File: src/rtl/mem_arbiter_rr_pkg.sv
// rtl/mem_arbiter_rr_pkg.sv - shared LC-3b word/line types and arbiter state encoding
package lc3b_types;
    typedef logic [15:0]  lc3b_word;
    typedef logic [127:0] lc3b_c_block;
    typedef enum logic [1:0] {IDLE, BUSY, TURN} arb_state_t;
endpackage

File: src/rtl/mem_arbiter_rr_pick.sv
// rtl/mem_arbiter_rr_pick.sv - combinational fixed-priority / round-robin winner picker
module rr_pick #(
    parameter int NUM_PORTS = 2,
    parameter int MODE      = 1,
    parameter int IDX_WIDTH = $clog2(NUM_PORTS)
) (
    input  logic [NUM_PORTS-1:0] active,
    input  logic [IDX_WIDTH-1:0] last_grant,
    output logic [IDX_WIDTH-1:0] winner,
    output logic                 any_active
);
    always_comb begin
        int idx;
        idx        = 0;
        winner     = '0;
        any_active = |active;
        if (MODE == 0) begin
            for (int i = NUM_PORTS - 1; i >= 0; i--) begin
                if (active[IDX_WIDTH'(i)]) winner = IDX_WIDTH'(i);
            end
        end else begin
            // Scan from farthest to nearest so the port right after last_grant wins last.
            for (int k = NUM_PORTS; k >= 1; k--) begin
                idx = (int'(last_grant) + k) % NUM_PORTS;
                if (active[IDX_WIDTH'(idx)]) winner = IDX_WIDTH'(idx);
            end
        end
    end
endmodule

File: src/rtl/mem_arbiter_rr.sv
// rtl/mem_arbiter_rr.sv - N-port L1-to-L2 arbiter with per-transaction grant latching
module mem_arbiter_rr
    import lc3b_types::*;
#(
    parameter int NUM_PORTS   = 2,
    parameter int ADDR_WIDTH  = $bits(lc3b_word),
    parameter int BLOCK_WIDTH = $bits(lc3b_c_block),
    parameter int ARB_MODE    = 1
) (
    input  logic                             clk,
    input  logic                             rst,
    input  logic [NUM_PORTS-1:0]             req_read,
    input  logic [NUM_PORTS-1:0]             req_write,
    input  logic [NUM_PORTS*ADDR_WIDTH-1:0]  req_address,
    input  logic [NUM_PORTS*BLOCK_WIDTH-1:0] req_wdata,
    output logic [NUM_PORTS-1:0]             req_resp,
    output logic [BLOCK_WIDTH-1:0]           req_rdata,
    output logic                             l2_read,
    output logic                             l2_write,
    output logic [ADDR_WIDTH-1:0]            l2_address,
    output logic [BLOCK_WIDTH-1:0]           l2_wdata,
    input  logic [BLOCK_WIDTH-1:0]           l2_rdata,
    input  logic                             l2_resp,
    output logic                             busy,
    output logic [$clog2(NUM_PORTS)-1:0]     grant_id
);
    localparam int IW = $clog2(NUM_PORTS);

    arb_state_t              state;
    logic [IW-1:0]           grant;
    logic [IW-1:0]           last_grant;
    logic [ADDR_WIDTH-1:0]   addr_q;
    logic [BLOCK_WIDTH-1:0]  wdata_q;
    logic [NUM_PORTS-1:0]    active;
    logic [IW-1:0]           winner;
    logic                    any_active;
    logic                    resp_fire;

    assign active = req_read | req_write;

    rr_pick #(
        .NUM_PORTS (NUM_PORTS),
        .MODE      (ARB_MODE),
        .IDX_WIDTH (IW)
    ) u_pick (
        .active     (active),
        .last_grant (last_grant),
        .winner     (winner),
        .any_active (any_active)
    );

    always_ff @(posedge clk or posedge rst) begin
        if (rst) begin
            state      <= IDLE;
            grant      <= '0;
            last_grant <= IW'(NUM_PORTS - 1);
            addr_q     <= '0;
            wdata_q    <= '0;
            l2_read    <= 1'b0;
            l2_write   <= 1'b0;
        end else begin
            case (state)
                IDLE: begin
                    if (any_active) begin
                        // A read+write port is treated as a write.
                        grant    <= winner;
                        addr_q   <= req_address[int'(winner)*ADDR_WIDTH +: ADDR_WIDTH];
                        wdata_q  <= req_wdata[int'(winner)*BLOCK_WIDTH +: BLOCK_WIDTH];
                        l2_read  <= ~req_write[winner];
                        l2_write <= req_write[winner];
                        state    <= BUSY;
                    end
                end
                BUSY: begin
                    if (l2_resp) begin
                        last_grant <= grant;
                        l2_read    <= 1'b0;
                        l2_write   <= 1'b0;
                        state      <= TURN;
                    end
                end
                TURN:    state <= IDLE;
                default: state <= IDLE;
            endcase
        end
    end

    assign busy       = (state == BUSY);
    assign resp_fire  = busy & l2_resp;
    assign grant_id   = grant;
    assign l2_address = addr_q;
    assign l2_wdata   = wdata_q;
    assign req_rdata  = resp_fire ? l2_rdata : '0;

    always_comb begin
        req_resp = '0;
        for (int i = 0; i < NUM_PORTS; i++) begin
            req_resp[i] = resp_fire & (grant == IW'(i));
        end
    end
endmodule

File: config.mk
export PLATFORM = sky130hd
export DESIGN_NAME = mem_arbiter_rr
export DESIGN_NICKNAME = d
export VERILOG_FILES = /design/src/rtl/mem_arbiter_rr_pkg.sv /design/src/rtl/mem_arbiter_rr_pick.sv /design/src/rtl/mem_arbiter_rr.sv
export SDC_FILE = /design/constraint.sdc
export NUM_CORES = 1
export LEC_CHECK = 0
export ABC_AREA = 1
export CORE_AREA = 2 2 270 272
export DETAILED_ROUTE_END_ITERATION = 10
export DIE_AREA = 0 0 272 274
export HOLD_SLACK_MARGIN = 0.1
export PLACE_DENSITY_LB_ADDON = 0.15
export SYNTH_ARGS = -nofsm -noshare
export SYNTH_HDL_FRONTEND = slang
export SYNTH_SLANG_ARGS = --single-unit
File: constraint.sdc
create_clock -name clk -period 8.28 [get_ports clk]
set_input_delay 2.484 -clock clk [delete_from_list [all_inputs] [get_ports clk]]
set_output_delay 2.484 -clock clk [all_outputs]
set_load 0.05 [all_outputs]
==> impl_metrics.py, run 1 <==
metrics = {
    "route": {
        "wl_um": 51000,
        "dr.pass1.iters": 4,
        "drc": 0,
        "wl_per_cell_um": 16.9,
        "vias_per_cell": 3.57,
        "via_count": 10762,
        "drtIter0Drc": 453,
        "ant_nets": 0,
    },
    "power_and_ir_drop": {
        "combPwrFrac": 0.667,
        "irDropWorstVdd_mv": 0.146,
        "power_density_nw_per_um2": 371,
        "p_leak_nw": 8.43,
        "p_clk_frac": 0.134,
        "switchingPower_mw": 3.56,
        "switching_share": 0.555,
        "internal_power_mw": 2.86,
        "p_total_mw": 6.41,
        "sequentialPowerShare": 0.199,
    },
    "layout": {
        "fin_cells": 3011,
        "seq_area_sq_um": 3750,
        "fin_area_sq_um": 17300,
        "drive_above_1_share": 0.0244,
        "area_growth_pct": 96.2,
        "nNetsFinal": 2456,
        "fillers": 8058,
        "utilization": 0.240,
        "multiInputGateArea_sq_um": 4070,
    },
    "sta": {
        "slew_violations": 0,
        "worst_pin_slew_ns": 1.08,
        "fin_crit_ns": 7.18,
        "slew_headroom": 0.279,
        "clock_skew_ns": 0.0128,
        "fmaxAchievable_mhz": 139,
        "setup_ws_ns": 1.10,
        "holdWs_ns": 0.475,
        "setup_viol": 0,
        "rsz0062_at_grt": "no",
        "min_period_over_period": 0.868,
        "finalHoldViolations": 0,
        "setup_tns_ns": 0,
    },
    "die": {
        "die_area_sq_um": 74500,
        "die-width_um": 272,
        "rows": 99,
        "ios": 701,
        "die_h_um": 274,
        "core_sq_um": 72000,
        "start_util": 0.122,
    },
    "placed_design": {
        "place_ws_ns": 1.05,
        "place_inst": 2973,
        "gp_congestion": 0.875,
        "placedInstanceArea_sq_um": 16700,
        "io_buffers": 700,
        "hpwl_um": 38700,
    },
    "logic_synthesis": {
        "syn-cell-area_sq_um": 8810,
        "synthDistinctLibCells": 17,
        "yosys.area.top_type": "dfrtp_1",
        "async_reset_ff_frac": 1.00,
        "synth-edff-count": 0,
        "synth_most_common_cell": "nand2_1",
        "syn_avg_cell_area_sq_um": 6.30,
        "synth_top_area_share": 0.423,
        "synth_fp_nets": 1822,
        "synthTopCellsByArea": "dfrtp_1, nand2_1, nand3_1",
        "synth_top_flop_cell": "dfrtp_1",
        "synth_warnings": 0,
        "synthTopCellsByCount": "nand2_1, dfrtp_1, nand3_1",
        "seq_area_frac_synth": 0.426,
        "ys_ff_latch": 150,
        "synth_cells": 1399,
    },
    "global_route": {
        "grt_pass1_vias": 10875,
        "overflow": 0,
        "antenna_found_initial": 6,
        "grt_pass1_wl_um": 73500,
        "grt_use_total": 0.134,
        "grt_max_degree": 94,
    },
    "worst_setup_path": {
        "max_stage_delay_ns": 0.83,
        "start_kind": "primary input",
        "reg2reg_depth": 6,
        "critPathTopFamily": "buffers and inverters",
        "worstPathArrival_ns": 4.70,
        "crit_required_ns": 5.80,
        "path_class": "in2out",
        "cpMostUsedCell": "clkdlybuf4s50_1",
        "crit_buf_inv": 3,
        "path_depth": 5,
        "cp_max_fo": 81,
        "end_kind": "output pin",
        "crit_chain": "clkdlybuf4s50_1, nand2_4, buf_12, nor2_1, clkdlybuf4s50_1",
        "crit_slowest_cell": "clkdlybuf4s50_1",
    },
    "run_status": {
        "status": "complete, no violations",
    },
    "clocking": {
        "clk_pin_slew_ns": 0.06,
        "postCtsHoldBufs": 0,
        "clockBufferDepth": 2,
        "cts_resized": 0,
        "worstSkewPairLatency_ns": 0.47,
        "cts.sinks": 150,
        "cts_buffers": 17,
        "cts_setup_buffers": 0,
        "htreeDepth": 4,
        "root_buffer": "clkbuf_16",
        "cts_tree": "built",
    },
    "min_path": {
        "hp-class": "reg2reg",
        "hold_path_depth": 2,
    },
    "job": {
        "cap_violations": 0,
    },
}
-- worst paths after layout --
kind / start / to / slack (ns)
worst min-delay path: l2_address[15] / l2_address[15] / 0.47
worst max-delay path: l2_resp / req_rdata[98] / 1.10
max in group asynchronous: rst / l2_wdata[18] / 4.77
worst min register to register: l2_address[15] / l2_address[15] / 0.47
worst max register to register: state[1] / l2_wdata[32] / 5.47
min in group asynchronous: rst / l2_wdata[42] / 2.46
-- registers in the layout (all words and copies together) (netlist names) --
| signal | cells |
|---|---|
| l2_address | 16 |
| grant_id | 1 |
| l2_read | 1 |
| l2_wdata | 128 |
| last_grant | 1 |
| state | 2 |
| l2_write | 1 |
-- power by group through the flow --
stage	combinational (mW)	clock, mW	sequential [mW]
floorplan	1.57	0	2.46
global placement	4.38	0	1.28
detailed placement	4.37	0	1.28
CTS	4.39	0.918	1.28
global route	4.60	0.952	1.33
finish	4.27	0.861	1.28
-- cell families after synthesis --
logic type,after synthesis,synth area share
AO/OA/AOI/OAI,5,0.00312
flip-flops,150,0.426
AND/OR/NAND/NOR,1014,0.454
buffers and inverters,230,0.117
-- cell usage in the layout (no fill, tap or decap), drive strengths merged --
cell type / n
diode: 6
nand3b: 1
clkdlybuf4s50: 700
nand3: 147
nand2: 732
nor2: 134
clkinvlp: 2
inv: 144
dfrtp: 149
buf: 9
clkinv: 2
dfstp: 1
o21ai: 3
o31ai: 1
bufinv: 2
a21oi: 1
clkbuf: 18
-- worst register-to-register path, delay by kind of cell, from the launching register on --
| family | cells | cell delay, ns |
|---|---|---|
| buffers and inverters | 2 | 1.20 |
| AND/OR/NAND/NOR | 4 | 1.13 |
| flip-flops | 1 | 0.42 |
-- final cells by class --
class	count	area share
multi-input cells	1019	0.235
diodes	6	0.000868
clock buffers	18	0.0254
inverters	136	0.0301
well taps	959	0.0694
repair buffers	709	0.411
flip-flops and latches	150	0.217
clock inverters	14	0.0104
-- metal layers --
metal,vias to the layer above,global-route usage,wire length (um)
met5,-,0,30
met4,4,0.0422,911
met3,47,0.0585,4500
met2,373,0.228,25200
met1,4898,0.150,20300
li1,5440,-,-
No activity file was read; power rests on OpenSTA's default activity.
==> run 2: changes to the inputs <==
- RECOVER_POWER: not set -> 50
==> run 2 against run 1 <==
Net effect:
- the flow now finishes with violations (max-capacitance violations, max-slew violations)
- sequential share of layout area barely moved
- clock power barely moved
- non-clock buffer count did not move
- highest routed layer unchanged
- via count rose by 0.12%
- utilization barely moved
- critical path depth did not move
- flip-flop and latch count did not move
- setup slack got worse by 0.076 ns
==> impl_metrics.py, run 2 (same netlist as run 1, synthesis figures left out) <==
metrics = {
    "die": {
        "core_sq_um": 72000,
        "start_util": 0.122,
        "die_h_um": 274,
        "die_area_sq_um": 74500,
        "ios": 701,
        "die-width_um": 272,
        "rows": 99,
    },
    "route": {
        "wl_per_cell_um": 16.9,
        "wl_um": 51000,
        "vias_per_cell": 3.58,
        "ant_nets": 0,
        "dr.pass1.iters": 6,
        "drtIter0Drc": 457,
        "via_count": 10775,
        "drc": 0,
    },
    "job": {
        "cap_violations": 2,
    },
    "clocking": {
        "cts_setup_buffers": 0,
        "cts.sinks": 150,
        "clockBufferDepth": 2,
        "cts_resized": 0,
        "postCtsHoldBufs": 0,
        "cts_tree": "built",
        "cts_buffers": 17,
        "root_buffer": "clkbuf_16",
        "worstSkewPairLatency_ns": 0.47,
        "clk_pin_slew_ns": 0.06,
        "htreeDepth": 4,
    },
    "worst_setup_path": {
        "crit_buf_inv": 3,
        "max_stage_delay_ns": 0.83,
        "critPathTopFamily": "buffers and inverters",
        "path_class": "in2out",
        "cp_max_fo": 81,
        "crit_slowest_cell": "clkdlybuf4s50_1",
        "startpoint": "l2_resp",
        "start_kind": "primary input",
        "crit_chain": "dlygate4sd3_1, nand2_4, buf_12, nor2_1, clkdlybuf4s50_1",
        "worstReg2RegStart": "state[1]",
        "worstPathArrival_ns": 4.78,
        "end_kind": "output pin",
        "crit_required_ns": 5.80,
    },
    "sta": {
        "clock_skew_ns": 0.0127,
        "slew_headroom": -1.07,
        "fin_crit_ns": 7.26,
        "fmaxAchievable_mhz": 138,
        "setup_tns_ns": 0,
        "slew_violations": 134,
        "finalHoldViolations": 0,
        "worst_pin_slew_ns": 3.08,
        "setup_ws_ns": 1.02,
        "min_period_over_period": 0.877,
        "setup_viol": 0,
        "rsz0062_at_grt": "no",
    },
    "run_status": {
        "violations": "max-capacitance violations, max-slew violations",
        "status": "finished, violations left",
    },
    "layout": {
        "final_cell_mix": "nand2_1, clkdlybuf4s50_1, dfrtp_1, nand3_1, dlygate4sd3_1",
        "layout_commonest_cell": "nand2_1",
        "nNetsFinal": 2456,
        "drive_above_1_share": 0.0239,
        "fin_area_sq_um": 17300,
        "largest_reg_flops": 128,
        "utilization": 0.240,
        "area_growth_pct": 96.0,
    },
    "power_and_ir_drop": {
        "irDropWorstVdd_mv": 0.143,
        "combPwrFrac": 0.663,
        "p_total_mw": 6.30,
        "p_leak_nw": 8.60,
        "switchingPower_mw": 3.54,
        "internal_power_mw": 2.76,
        "p_clk_frac": 0.137,
        "sequentialPowerShare": 0.200,
        "power_density_nw_per_um2": 365,
        "switching_share": 0.562,
    },
    "placed_design": {
        "placedInstanceArea_sq_um": 16700,
        "hpwl_um": 38700,
        "place_ws_ns": 1.05,
        "gp_congestion": 0.875,
        "io_buffers": 700,
    },
    "global_route": {
        "antenna_found_initial": 6,
        "grt_pass1_vias": 10875,
        "grt_use_total": 0.134,
        "grt_pass1_wl_um": 73500,
        "grt_max_degree": 94,
        "overflow": 0,
    },
    "min_path": {
        "min_from": "l2_address[15]",
        "hp-class": "reg2reg",
    },
}
[run 2: cell count changes in the layout (fill, tap and decap cells not counted), sizes merged]
| cell | before | now |
|---|---|---|
| clkdlybuf4s50 | 700 | 562 |
| clkinvlp | 2 | 3 |
| dlygate4sd3 | 0 | 138 |
| inv | 144 | 143 |
[run 2: tightest hold or removal path, cell delays in order (launching register included)]
cell and delay (ns):
dfrtp_1 0.33, nand2_1 0.05, nand2_1 0.05
[run 2: metal layers]
metal	part of all wire	vias to the layer above	track usage	routed length [um]
li1	-	5443	-	-
met1	0.40	4891	0.150	20200
met3	0.090	47	0.0585	4570
met2	0.50	390	0.228	25300
met4	0.018	4	0.0422	916
met5	0.00059	-	0	30
[run 2: area by class of cell]
| type | instances | area (sq um) |
|---|---|---|
| multi-input cells | 1019 | 4050 |
| flip-flops and latches | 150 | 3750 |
| clock buffers | 18 | 439 |
| well taps | 959 | 1200 |
| diodes | 6 | 15.0 |
| fillers | 8058 | 54700 |
| clock inverters | 14 | 180 |
| inverters | 136 | 517 |
| repair buffers | 709 | 7110 |
[run 2: final timing paths]
check	endpoint	slack [ns]	depth (start not counted)
min in group asynchronous	l2_wdata[42]	3.33	2
hold reg to reg	l2_address[15]	0.47	2
setup reg to reg	l2_wdata[32]	3.42	6
hold / removal	l2_address[15]	0.47	2
max in group asynchronous	l2_wdata[18]	3.43	3
setup / recovery	req_rdata[98]	1.02	5
[run 2: power groups by stage]
stage	sequential [mW]	combinational [mW]	clock (mW)
finish	1.26	4.18	0.861
floorplan	2.46	1.57	0
global route	1.31	4.50	0.952
global placement	1.28	4.38	0
CTS	1.28	4.39	0.918
detailed placement	1.28	4.37	0
[run 2: through the flow]
step | std cells | hold slack [ns]
floorplan | 1399 | 0.472
global placement | 2973 | 0.461
detailed placement | 2973 | 0.464
CTS | 3005 | 0.482
global route | 3009 | 0.491
finish | 3011 | 0.469
